File: src/rtl/bram_port_client_pkg.sv
// Shared defaults and request record for the BRAM port client.
package bram_port_client_pkg;

   localparam int BRAM_ADDR_WIDTH = 10;
   localparam int BRAM_DATA_WIDTH = 36;

   typedef struct packed {
      logic                       write;
      logic [BRAM_ADDR_WIDTH-1:0] addr;
      logic [BRAM_DATA_WIDTH-1:0] data;
   } bram_req_t;

endpackage

File: src/rtl/bram_port_client_if.sv
// Request/response streams plus BRAM port strobes for one client instance.
interface bram_port_client_if #(
   parameter int ADDR_WIDTH = bram_port_client_pkg::BRAM_ADDR_WIDTH,
   parameter int DATA_WIDTH = bram_port_client_pkg::BRAM_DATA_WIDTH
) ();
   logic                  io_req_valid;
   logic                  io_req_ready;
   logic                  io_req_bits_write;
   logic [ADDR_WIDTH-1:0] io_req_bits_addr;
   logic [DATA_WIDTH-1:0] io_req_bits_data;
   logic                  io_resp_valid;
   logic                  io_resp_ready;
   logic [DATA_WIDTH-1:0] io_resp_bits_data;
   logic                  io_port_en;
   logic                  io_port_writeEn;
   logic [ADDR_WIDTH-1:0] io_port_addr;
   logic [DATA_WIDTH-1:0] io_port_dataIn;
   logic [DATA_WIDTH-1:0] io_port_dataOut;

   // slave: the client block; master: requester plus the BRAM it drives
   modport slave (
      input  io_req_valid, io_req_bits_write, io_req_bits_addr, io_req_bits_data,
      input  io_resp_ready, io_port_dataOut,
      output io_req_ready, io_resp_valid, io_resp_bits_data,
      output io_port_en, io_port_writeEn, io_port_addr, io_port_dataIn
   );

   modport master (
      output io_req_valid, io_req_bits_write, io_req_bits_addr, io_req_bits_data,
      output io_resp_ready, io_port_dataOut,
      input  io_req_ready, io_resp_valid, io_resp_bits_data,
      input  io_port_en, io_port_writeEn, io_port_addr, io_port_dataIn
   );
endinterface

File: src/rtl/bram_resp_queue.sv
// Circular response FIFO with occupancy count; push and pop may share a cycle.
module bram_resp_queue
   import bram_port_client_pkg::*;
#(
   parameter int DATA_WIDTH = BRAM_DATA_WIDTH,
   parameter int DEPTH      = 3,
   localparam int CW        = $clog2(DEPTH + 1),
   localparam int PW        = (DEPTH > 1) ? $clog2(DEPTH) : 1
) (
   input  logic                  clock,
   input  logic                  reset,
   input  logic                  i_push,
   input  logic [DATA_WIDTH-1:0] i_push_data,
   input  logic                  i_pop,
   output logic [DATA_WIDTH-1:0] o_head,
   output logic [CW-1:0]         o_count,
   output logic                  o_full,
   output logic                  o_empty
);
   logic [DATA_WIDTH-1:0] r_mem [DEPTH];
   logic [PW-1:0]         r_wr_ptr, r_rd_ptr;
   logic [CW-1:0]         r_count;
   logic                  w_push, w_pop;

   function automatic logic [PW-1:0] next_ptr(input logic [PW-1:0] p);
      return (p == PW'(DEPTH - 1)) ? '0 : p + PW'(1);
   endfunction

   assign o_count = r_count;
   assign o_full  = (r_count == CW'(DEPTH));
   assign o_empty = (r_count == '0);
   assign o_head  = r_mem[r_rd_ptr];
   assign w_push  = i_push && !o_full;
   assign w_pop   = i_pop && !o_empty;

   always_ff @(posedge clock) begin
      if (reset) begin
         r_wr_ptr <= '0;
         r_rd_ptr <= '0;
         r_count  <= '0;
      end else begin
         if (w_push) r_wr_ptr <= next_ptr(r_wr_ptr);
         if (w_pop)  r_rd_ptr <= next_ptr(r_rd_ptr);
         case ({w_push, w_pop})
            2'b10:   r_count <= r_count + CW'(1);
            2'b01:   r_count <= r_count - CW'(1);
            default: r_count <= r_count;
         endcase
      end
   end

   // Storage carries no reset; pointers alone define validity.
   always_ff @(posedge clock) begin
      if (w_push) r_mem[r_wr_ptr] <= i_push_data;
   end

endmodule

File: src/rtl/bram_port_client.sv
// Turns a ready/valid read/write stream into BRAM port strobes and queues read data.
module bram_port_client
   import bram_port_client_pkg::*;
#(
   parameter int ADDR_WIDTH = BRAM_ADDR_WIDTH,
   parameter int DATA_WIDTH = BRAM_DATA_WIDTH,
   parameter int RESP_DEPTH = 3
) (
   input  logic              clock,
   input  logic              reset,
   bram_port_client_if.slave bus
);
   localparam int CW = $clog2(RESP_DEPTH + 1);

   logic                  r_inflight;
   logic                  w_fire, w_pop, w_full, w_empty;
   logic [CW-1:0]         w_count;
   logic [CW:0]           w_occ;
   logic [DATA_WIDTH-1:0] w_head;

   // Credit: a read in flight already owns a queue slot.
   assign w_occ = {1'b0, w_count} + {{CW{1'b0}}, r_inflight};

   assign bus.io_req_ready    = !reset && (w_occ < (CW+1)'(RESP_DEPTH));
   assign w_fire              = bus.io_req_valid && bus.io_req_ready;
   assign bus.io_port_en      = w_fire;
   assign bus.io_port_writeEn = w_fire && bus.io_req_bits_write;
   assign bus.io_port_addr    = bus.io_req_bits_addr;
   assign bus.io_port_dataIn  = bus.io_req_bits_data;

   assign bus.io_resp_valid     = !reset && !w_empty;
   assign bus.io_resp_bits_data = w_head;
   assign w_pop                 = bus.io_resp_valid && bus.io_resp_ready;

   always_ff @(posedge clock) begin
      if (reset) r_inflight <= 1'b0;
      else       r_inflight <= w_fire && !bus.io_req_bits_write;
   end

   bram_resp_queue #(
      .DATA_WIDTH (DATA_WIDTH),
      .DEPTH      (RESP_DEPTH)
   ) u_queue (
      .clock       (clock),
      .reset       (reset),
      .i_push      (r_inflight),
      .i_push_data (bus.io_port_dataOut),
      .i_pop       (w_pop),
      .o_head      (w_head),
      .o_count     (w_count),
      .o_full      (w_full),
      .o_empty     (w_empty)
   );

   a_no_push_on_full: assert property (@(posedge clock) disable iff (reset)
      !(r_inflight && w_full));

endmodule

File: src/flat_wrapper.sv
// flat-port wrapper written by rule: the top's interface ports become plain ports
module bram_port_client_flat import bram_port_client_pkg::*;
#(
   parameter int ADDR_WIDTH = BRAM_ADDR_WIDTH,
   parameter int DATA_WIDTH = BRAM_DATA_WIDTH,
   parameter int RESP_DEPTH = 3
)
  (clock, reset, bus_io_req_valid, bus_io_req_bits_write, bus_io_req_bits_addr, bus_io_req_bits_data, bus_io_resp_ready, bus_io_port_dataOut, bus_io_req_ready, bus_io_resp_valid, bus_io_resp_bits_data, bus_io_port_en, bus_io_port_writeEn, bus_io_port_addr, bus_io_port_dataIn);
  bram_port_client_if #(.ADDR_WIDTH(ADDR_WIDTH), .DATA_WIDTH(DATA_WIDTH)) bus_i ();
  input  logic clock;
  input  logic reset;
  input wire logic [$bits(bus_i.io_req_valid)-1:0] bus_io_req_valid;
  input wire logic [$bits(bus_i.io_req_bits_write)-1:0] bus_io_req_bits_write;
  input wire logic [$bits(bus_i.io_req_bits_addr)-1:0] bus_io_req_bits_addr;
  input wire logic [$bits(bus_i.io_req_bits_data)-1:0] bus_io_req_bits_data;
  input wire logic [$bits(bus_i.io_resp_ready)-1:0] bus_io_resp_ready;
  input wire logic [$bits(bus_i.io_port_dataOut)-1:0] bus_io_port_dataOut;
  output wire logic [$bits(bus_i.io_req_ready)-1:0] bus_io_req_ready;
  output wire logic [$bits(bus_i.io_resp_valid)-1:0] bus_io_resp_valid;
  output wire logic [$bits(bus_i.io_resp_bits_data)-1:0] bus_io_resp_bits_data;
  output wire logic [$bits(bus_i.io_port_en)-1:0] bus_io_port_en;
  output wire logic [$bits(bus_i.io_port_writeEn)-1:0] bus_io_port_writeEn;
  output wire logic [$bits(bus_i.io_port_addr)-1:0] bus_io_port_addr;
  output wire logic [$bits(bus_i.io_port_dataIn)-1:0] bus_io_port_dataIn;
  assign bus_i.io_req_valid = bus_io_req_valid;
  assign bus_i.io_req_bits_write = bus_io_req_bits_write;
  assign bus_i.io_req_bits_addr = bus_io_req_bits_addr;
  assign bus_i.io_req_bits_data = bus_io_req_bits_data;
  assign bus_i.io_resp_ready = bus_io_resp_ready;
  assign bus_i.io_port_dataOut = bus_io_port_dataOut;
  assign bus_io_req_ready = bus_i.io_req_ready;
  assign bus_io_resp_valid = bus_i.io_resp_valid;
  assign bus_io_resp_bits_data = bus_i.io_resp_bits_data;
  assign bus_io_port_en = bus_i.io_port_en;
  assign bus_io_port_writeEn = bus_i.io_port_writeEn;
  assign bus_io_port_addr = bus_i.io_port_addr;
  assign bus_io_port_dataIn = bus_i.io_port_dataIn;
  bram_port_client #(.ADDR_WIDTH(ADDR_WIDTH), .DATA_WIDTH(DATA_WIDTH), .RESP_DEPTH(RESP_DEPTH)) u_core (.clock(clock), .reset(reset), .bus(bus_i));
endmodule
File: config.mk
export PLATFORM = sky130hd
export DESIGN_NAME = bram_port_client_flat
export DESIGN_NICKNAME = d
export VERILOG_FILES = /design/src/rtl/bram_port_client_pkg.sv /design/src/rtl/bram_port_client_if.sv /design/src/rtl/bram_resp_queue.sv /design/src/rtl/bram_port_client.sv /design/src/flat_wrapper.sv
export SDC_FILE = /design/constraint.sdc
export NUM_CORES = 1
export LEC_CHECK = 0
export ABC_AREA = 1
export BUFFER_PORTS_ARGS = -buffer_cell sky130_fd_sc_hd__clkbuf_2
export CORE_MARGIN = 5
export CORE_UTILIZATION = 53
export DETAILED_ROUTE_END_ITERATION = 8
export PLACE_DENSITY = 0.85
export RECOVER_POWER = 100
export SKIP_LAST_GASP = 1
export SYNTH_ARGS = -nofsm -noshare
export SYNTH_HDL_FRONTEND = slang
export SYNTH_SLANG_ARGS = --single-unit
File: constraint.sdc
create_clock -name clock -period 10.3 [get_ports clock]
set_input_delay 0.515 -clock clock [delete_from_list [all_inputs] [get_ports clock]]
set_output_delay 0.515 -clock clock [all_outputs]
set_load 0.01 [all_outputs]
======== After elaboration in Yosys (flattened, before gate mapping) ========
Memory sizes are Yosys's and may differ from the RTL's. A register that Yosys moved wholly into a read port is not among the register bits.
Cells that the tools add are included.
word-level totals
  word-level logic and storage cells ...... 37
  output and inout port bits .............. 86
  memories kept ........................... 1
  input port bits ......................... 87
  register bits after elaboration ......... 7
  RAM bits ................................ 108
memory list
  name                  words  width  rd ports  clocked after memory_dff  wr ports  line                   source
  u_core.u_queue.r_mem  3      36     1         1                         1         bram_resp_queue.sv:20  logic [DATA_WIDTH-1:0] r_mem [DEPTH];
cells by class
  order comparisons ....................... 1
  eq/ne operators ......................... 5
  reductions and logical operators ........ 14
  multiplexer cells ....................... 7
  $add $sub $neg .......................... 5
operator list
  kind                   number
  $eq A2 B2 Y1 const B   4
  $logic_and A1 B1 Y1    8
  $mux W2                4
  $add A2 B1 Y2 const B  3
  $logic_not A1 Y1       4
  $pmux W2 S2            1
  $add A2 B1 Y3          1
  $lt A3 B2 Y1 const B   1
  $eq A2 B1 Y1 const B   1
  $logic_not A2 Y1       1
  $mux W1                2
  $reduce_bool A2 Y1     1
  $sub A2 B1 Y2 const B  1

======== Longest topological paths before layout ========
Gate-level depths: netlist (run 1).
  depth after elaboration ................. 7
  gate-level depth with buffers ........... 9

======== Modules after synthesis ========
From an unflattened synthesis (run 1), not the netlist that was laid out.
unflattened totals
  cells, all modules ...................... 379
  area, all modules ....................... 4824.6 sq um
modules (own cells, without submodules)
  module            area each (sq um)  times used  cells an instance
  bram_resp_queue   4380.5             1           319
  bram_port_client  444.2              1           60

======== Worst setup path after synthesis (run 1) ========
OpenSTA, ideal clock, no wires.
  kind .................................... flip-flop to flip-flop
  start point ............................. register u_core.u_queue.r_count[0], in the netlist u_core.u_queue.o_count[0]
  end point ............................... memory u_core.u_queue.r_mem[2][0] (netlist bit) (enable)
  cell stages (with the launch flop) ...... 4
  path buffers ............................ 0
  path slack .............................. 6.840 ns
  arrival time ............................ 2.986 ns
  setup time .............................. 0.474 ns
  required time ........................... 9.826 ns
  cells stage by stage .................... dfxtp_1 -> nand2_2 -> nand2_2 -> nor3_1
on the way
  longest elaborated chain between the ends .. 5
ends and longest elaborated chain
  element                        line                   source
  from (decl)                    bram_resp_queue.sv:22  logic [CW-1:0] r_count;
  from (signal assigned)         bram_resp_queue.sv:45  2'b10: r_count <= r_count + CW'(1);
  from (signal assigned)         bram_resp_queue.sv:46  2'b01: r_count <= r_count - CW'(1);
  from (signal assigned)         bram_resp_queue.sv:47  default: r_count <= r_count;
  $eq A2 B2 Y1                   bram_resp_queue.sv:30  assign o_full = (r_count == CW'(DEPTH));
  $logic_not A1 Y1               bram_resp_queue.sv:33  assign w_push = i_push && !o_full;
  $logic_and A1 B1 Y1            bram_resp_queue.sv:33
  $mux W1                        bram_resp_queue.sv:54  if (w_push) r_mem[r_wr_ptr] <= i_push_data;
  $mux W1 (not written as such)  bram_resp_queue.sv:54
  to (decl)                      bram_resp_queue.sv:20
Every way passes these cells.

==> results of run 1 <==
==> metal layers <==
metal	GRT usage, %	vias to the layer above	wire (um)
li1	-	1353	-
met1	20.3	1363	3750
met2	30.6	131	5110
met3	6.66	46	867
met4	12.6	0	505
met5	0	-	0
==> area by class of cell <==
type                       instances  area (um2)  area share [%]
clock buffer                      18         418            7.83
clock inverter                    13         140            2.63
inverter                          17        70.1            1.31
multi-input combinational        181         822            15.4
sequential                       117        3420            64.2
tap                              108         135            2.53
timing repair buffer              84         327            6.12
==> power by group through the flow <==
stage	Sequential, uW	Combinational (uW)	Clock, uW
finish	531	52.2	550
global route	531	58.1	581
CTS	531	58.0	558
detailed placement	540	57.4	0
global placement	540	55.0	0
floorplan	539	48.1	0
==> cell families after synthesis <==
family | count (synthesis) | share of synthesized area [%]
AND/OR/NAND/NOR | 100 | 8.36
adder cells (fa/ha/maj) | 3 | 0.784
AO/OA/AOI/OAI | 77 | 8.05
buffers and inverters | 77 | 11.1
flip-flops | 117 | 71.5
XOR/XNOR | 1 | 0.183
==> stage by stage <==
step | power (uW) | std cells | setup WS (ns) | hold slack [ns] | area (um2)
after CTS | 1150 | 538 | 7.53 | 0.156 | 5460
final | 1130 | 538 | 5.46 | 0.180 | 5340
after floorplan | 588 | 375 | 6.84 | 0.438 | 4790
after global routing | 1170 | 538 | 5.09 | 0.178 | 5340
after detailed placement | 598 | 507 | 8.06 | 0.496 | 4900
after global placement | 595 | 507 | 8.14 | 0.457 | 4900
==> Yosys cell counts <==
cell      instances
inv_1            15
dfxtp_1           9
clkinv_4          1
xor2_1            1
buf_6             5
ha_1              3
buf_2             3
nand3_2           1
nand3_1           4
inv_4             1
buf_4            52
edfxtp_1        108
o21ai_0           1
nand4_1           2
or2_1             1
nand2_1          46
nor3_1            1
nand2_2           2
nor2_1           43
a21oi_1          76
==> final timing paths <==
check	startpoint	endpoint	slack (ns)	depth (start not counted)
worst min register to register	u_core.u_queue.r_wr_ptr[1]	u_core.u_queue.r_wr_ptr[1]	0.51	2
worst max register to register	u_core.u_queue.o_count[1]	u_core.u_queue.r_mem[2][24]	6.76	4
worst max-delay path	register	bus_io_resp_bits_data[10]	5.46	4
worst min-delay path	bus_io_req_bits_write	u_core.r_inflight	0.18	2
==> worst max-delay path: cells and delay by family, from the launching register on <==
family / cells / cell delay, ns
buffers and inverters: 2 / 1.86
and+or+nand+nor: 1 / 0.48
AOI/OAI and AO/OA: 1 / 0.10
DFF: 1 / 1.36
==> state kept, by name (all words and copies together) (netlist names), named ones only <==
name                     cells
u_core.r_inflight            1
u_core.u_queue.o_count       2
u_core.u_queue.r_wr_ptr      2
u_core.u_queue.r_mem       108
u_core.u_queue.r_rd_ptr      2
==> metrics.txt, run 1 <==
die width=105 um; GRT Overall Usage=between 10% and 20%; min Tclk post-route=4.84 ns; number of port buffers=80; setup tns final=0 ns; total number of vias=~2900; antenna violations before repair=0; unrepaired setup endpoints after global routing=false; post-synthesis cell area=4790 um2; post-synth top area share=roughly two thirds; Syn. warnings=0; Hold Crit Class=in2reg; placement row count=34; Layout fillers=roughly 670; vias in the first global route=about 3100; CP cell instances=clkinvlp_2, nor2_1, a21oi_1, clkbuf_1; Die H=around 110 um; most frequent cells in the layout=edfxtp_1, clkbuf_1, a21oi_1; CTS max path bufs=2; routed len/inst=19.0 um; critical path peak fanout=37; Netlist cell types=20; Critical Path End Type=output pin; Seq/Total Area, Yosys=between 70 and 80%; Slew @ Worst Pin=between 1.5 and 2 ns; Post-Syn Instances=roughly 380; largest net degree at the start of global routing=38; die area=between 10000 and 15000 um2; hold_buf cts=0; syn_nets=around 470; Critical Path RT=around 10 ns; leading cell type in the layout, fill and taps excluded=edfxtp_1; share of cells above drive strength 1=between 7 and 8%; Int Power=approximately 900 uW; Final #Nets=approximately 510; crit-path max cell delay=~1.7 ns; first-pass GRT wire length=approximately 16 mm; setup repair bufs after CTS=0; Final Cycle Share=between 40 and 50%; PD cells=around 210 nW/um2; Peak Freq=~210 MHz; final hold vios=0; number of routed nets with antenna violations=0; worst-skew pair later-pin latency=between 0.5 and 0.6 ns; critical path startpoint category=register; Final HPWL DP=roughly 6.3 mm; diode count=0; initial core utilization=roughly 55%; 1st-pass router iterations=7; Root Buffer=clkbuf_8; worst-path cell with the longest stage delay=clkinvlp_2; Syn Area/Cell=12.8 um2; core area=8760 um2; Clock power frac=between 40% and 50%; post-synth top area cell=edfxtp_1; critical path data arrival time=4.33 ns; Area Overhead vs Synth=11.4%; switch share=~20%; Slew HR=-25.4%; Crit Path Category=reg2out; routability cong.=0.749; drt total wl=about 10 mm; Sequential Power Share=approximately 47%; Synth area leaders=edfxtp_1, buf_4, a21oi_1; final max-slew violation count=53; I/O Pins=roughly 170; LEAKAGE=between 0.0015 and 0.002 uW; number of DRC markers in iteration 0=roughly 150; status=finished, violations left; logic gate share of total power=approximately 4.6%; VDD IR max=135 uV; DRC=0; Worst Clk Skew=approximately 0.0061 ns; H-tree Lvls=4; CTS tree=built; global route overflow=0; clk sinks=117; utilization after layout=60.9%; P_sw=about 230 uW; Worst-path clk slew=around 0.050 ns; failing checks=capacitance limit, slew limit; drt via density=~5.4; synthesis-stage register bit count=117; Final setup violation count=0; # Max-Cap Violations=2; CTS resizes=0; total CTS buffers=17
No activity file was read; power rests on OpenSTA's default activity.
==> inputs of run 2 (changes only) <==
--- a/config.mk
+++ b/config.mk
@@ -5,12 +5,12 @@
 export SDC_FILE = /design/constraint.sdc
 export NUM_CORES = 1
 export LEC_CHECK = 0
-export ABC_AREA = 1
+export ABC_AREA = 0
 export BUFFER_PORTS_ARGS = -buffer_cell sky130_fd_sc_hd__clkbuf_2
 export CORE_MARGIN = 5
-export CORE_UTILIZATION = 53
+export CORE_UTILIZATION = 49
 export DETAILED_ROUTE_END_ITERATION = 8
-export PLACE_DENSITY = 0.85
+export PLACE_DENSITY = 0.79
 export RECOVER_POWER = 100
 export SKIP_LAST_GASP = 1
 export SYNTH_ARGS = -nofsm -noshare
==> constraint.sdc (replaced) <==
create_clock -name clock -period 4.5 [get_ports clock]
set_input_delay 0.225 -clock clock [delete_from_list [all_inputs] [get_ports clock]]
set_output_delay 0.225 -clock clock [all_outputs]
set_load 0.01 [all_outputs]
==> run 2 against run 1 <==
The run still ends with capacitance limit, slew limit left. Sequential share of layout area fell by 4.4 points. Via count shrank 7.9%. Power increased by 130%. Cell area increased by 7.5%. Clock power is 120% higher. First-iteration DRC count down 42%. Register-to-register slack lost 5.2 ns. Clock skew is 0.0020 ns higher. Synthesized area fell by 1.4%. Hold slack worse by 0.098 ns. Non-clock buffer count increased by 37.
==> metrics.txt, run 2 <==
status=finished, violations left; failing checks=capacitance limit, slew limit; global route overflow=0; total CTS buffers=17; Most used DFF post-synth=edfxtp_1; min Tclk post-route=2.91 ns; # Max-Cap Violations=1; total number of vias=around 2700; Clock power frac=a little under half; Async SR Flop Fraction=0%; share of cells above drive strength 1=approximately 9.0%; initial core utilization=50.6%; most frequent cells after synthesis=edfxtp_1, buf_4, nand2_1, o21ai_0, mux2i_1; Netlist cell types=23; H-tree Lvls=4; post-synth top area cell=edfxtp_1; logic gate share of total power=under 10%; I/O Pins=approximately 170; placement row count=35; largest net degree at the start of global routing=between 70 and 80; R2R cell count=3; R2R Path End=u_core.u_queue.r_mem[1][1]; number of routed nets with antenna violations=0; Root Buffer=clkbuf_8; Post-Syn Instances=between 300 and 400; Worst-path clk slew=roughly 0.050 ns; first-pass GRT wire length=14.6 mm; Final HPWL DP=6.14 mm; hold_sp=bus_io_req_valid; endpoint of the worst hold-timing path=u_core.r_inflight; unrepaired setup endpoints after global routing=false; Final Cycle Share=64.7%; Worst Clk Skew=~0.0080 ns; core area=roughly 9300 um2; critical path startpoint category=register; Critical Path RT=4.58 ns; max reg flops=108; Syn Area/Cell=14.9 um2; number of DRC markers in iteration 0=84; number of port buffers=80; crit-path leading delay family=buffers and inverters; die width=about 110 um; CTS tree=built; post-synthesis cell area=~4700 um2; P_sw=between 500 and 600 uW; Slew HR=-49.6%; crit-path max cell delay=roughly 1.6 ns; final instance area=around 5700 um2; 1st-pass router iterations=6; RR Startpoint=u_core.u_queue.o_count[0]; final max-slew violation count=38; critical path data arrival time=2.99 ns; worst-path cell with the longest stage delay=clkbuf_1; Final setup violation count=0; synthesis-stage register bit count=about 120; Post-synth EDFFs=108; hold path cells=3; Crit Path Category=reg2reg; Seq/Total Area, Yosys=72.5%; Final #Nets=roughly 490; leading cell type in the layout, fill and taps excluded=edfxtp_1; LEAKAGE=between 0.0015 and 0.002 uW; VDD IR max=between 300 and 400 uV; largest reg by FF count=u_core.u_queue.r_mem; most frequent cells in the layout=edfxtp_1, clkbuf_1, nand2_1; antenna violations before repair=0; worst-skew pair later-pin latency=around 0.50 ns; Syn. warnings=0; Slew @ Worst Pin=around 2.2 ns; CTS max path bufs=2; final hold vios=0; setup tns final=0 ns; critical path peak fanout=37; Peak Freq=343 MHz; switch share=a little over a fifth; placed inst area=just under 5000 um2; clk sinks=around 120; Critical Path End Type=register; diode count=0; Crit path buffers/inverters=1; drt total wl=just under 10 mm; vias in the first global route=roughly 2900; GRT Overall Usage=17.2%; drt via density=4.94; die area=11700 um2; count leader, synth=edfxtp_1; PD cells=approximately 450 nW/um2; DRC=0; routed len/inst=17.8 um; Die H=roughly 110 um; Synth area leaders=edfxtp_1, buf_4, mux2i_1; Int Power=2060 uW; reg2reg setup slack=~1.6 ns; Hold Crit Class=in2reg; routability cong.=0.713; Sequential Power Share=a little under half; post-synth top area share=between 60% and 70%; Area Overhead vs Synth=21.4%; CTS resizes=0; syn_nets=406; CP cell instances=a21bo_1, nor3b_1, clkbuf_1
[run 2: logic make-up (layout without fill, tap and decap cells)]
family,after synthesis,in the layout,share of synthesized area (%)
DFF,117,117,72.5
adders and majority gates,3,3,0.795
AOI/OAI and AO/OA,45,45,5.03
xor gates and xnor gates,2,2,0.371
and+or+nand+nor,53,53,4.93
buffers and inverters,60,154,8.74
muxes,36,36,7.63
[run 2: metal layers]
metal  track usage (%)  vias up  share of wire [%]
met1              16.2     1262                 35
li1                  -     1274                  -
met3              5.55       43                6.5
met5                 0        -                  0
met4              10.3        0                4.1
met2              32.0       86                 55
[run 2: power groups by stage]
stage | sequential [uW] | clock, uW | combinational [uW]
global route | 1230 | 1310 | 156
CTS | 1230 | 1250 | 155
floorplan | 1240 | 0 | 118
global placement | 1250 | 0 | 122
detailed placement | 1250 | 0 | 127
finish | 1230 | 1230 | 140
[run 2: cell type report]
class	count	area (um2)
inverter	1	3.75
timing repair buffer	121	702
clock buffer	18	418
clock inverter	14	138
tap	129	161
multi-input combinational	139	886
fill	712	3590
sequential	117	3430
[run 2: metrics by stage]
step	setup WS, ns	util, %	std cells	hold WS (ns)	total power (uW)
after floorplan	0.685	-	316	0.324	1350
after global placement	2.44	52.6	469	0.429	1370
after detailed placement	2.41	52.6	469	0.436	1380
after CTS	1.82	62.7	539	0.0511	2640
after global routing	1.36	61.5	539	0.0982	2700
final	1.59	61.5	539	0.0819	2600
[run 2: worst max path at each step]
stage               slack, ns                 startpoint                     endpoint  cells after the start
detailed placement       2.41  u_core.u_queue.o_count[1]   u_core.u_queue.r_mem[2][5]                      3
floorplan                0.68  u_core.u_queue.o_count[0]   u_core.u_queue.r_mem[1][0]                      2
global route             1.36  u_core.u_queue.o_count[1]  u_core.u_queue.r_mem[1][11]                      3
finish                   1.59  u_core.u_queue.o_count[0]   u_core.u_queue.r_mem[1][1]                      3
global placement         2.44  u_core.u_queue.o_count[0]   u_core.u_queue.r_mem[2][5]                      3
CTS                      1.82                   register    bus_io_resp_bits_data[24]                      3
[run 2: worst min-delay path, stage by stage]
cell and delay, ns:
clkbuf_2 0.08, and2_0 0.13, and2b_1 0.12
[run 2: timing repair]
item	4_1_cts	5_1_grt
buffers inserted	0	0
endpoints found under the hold margin	115	0
hold buffers	38	0
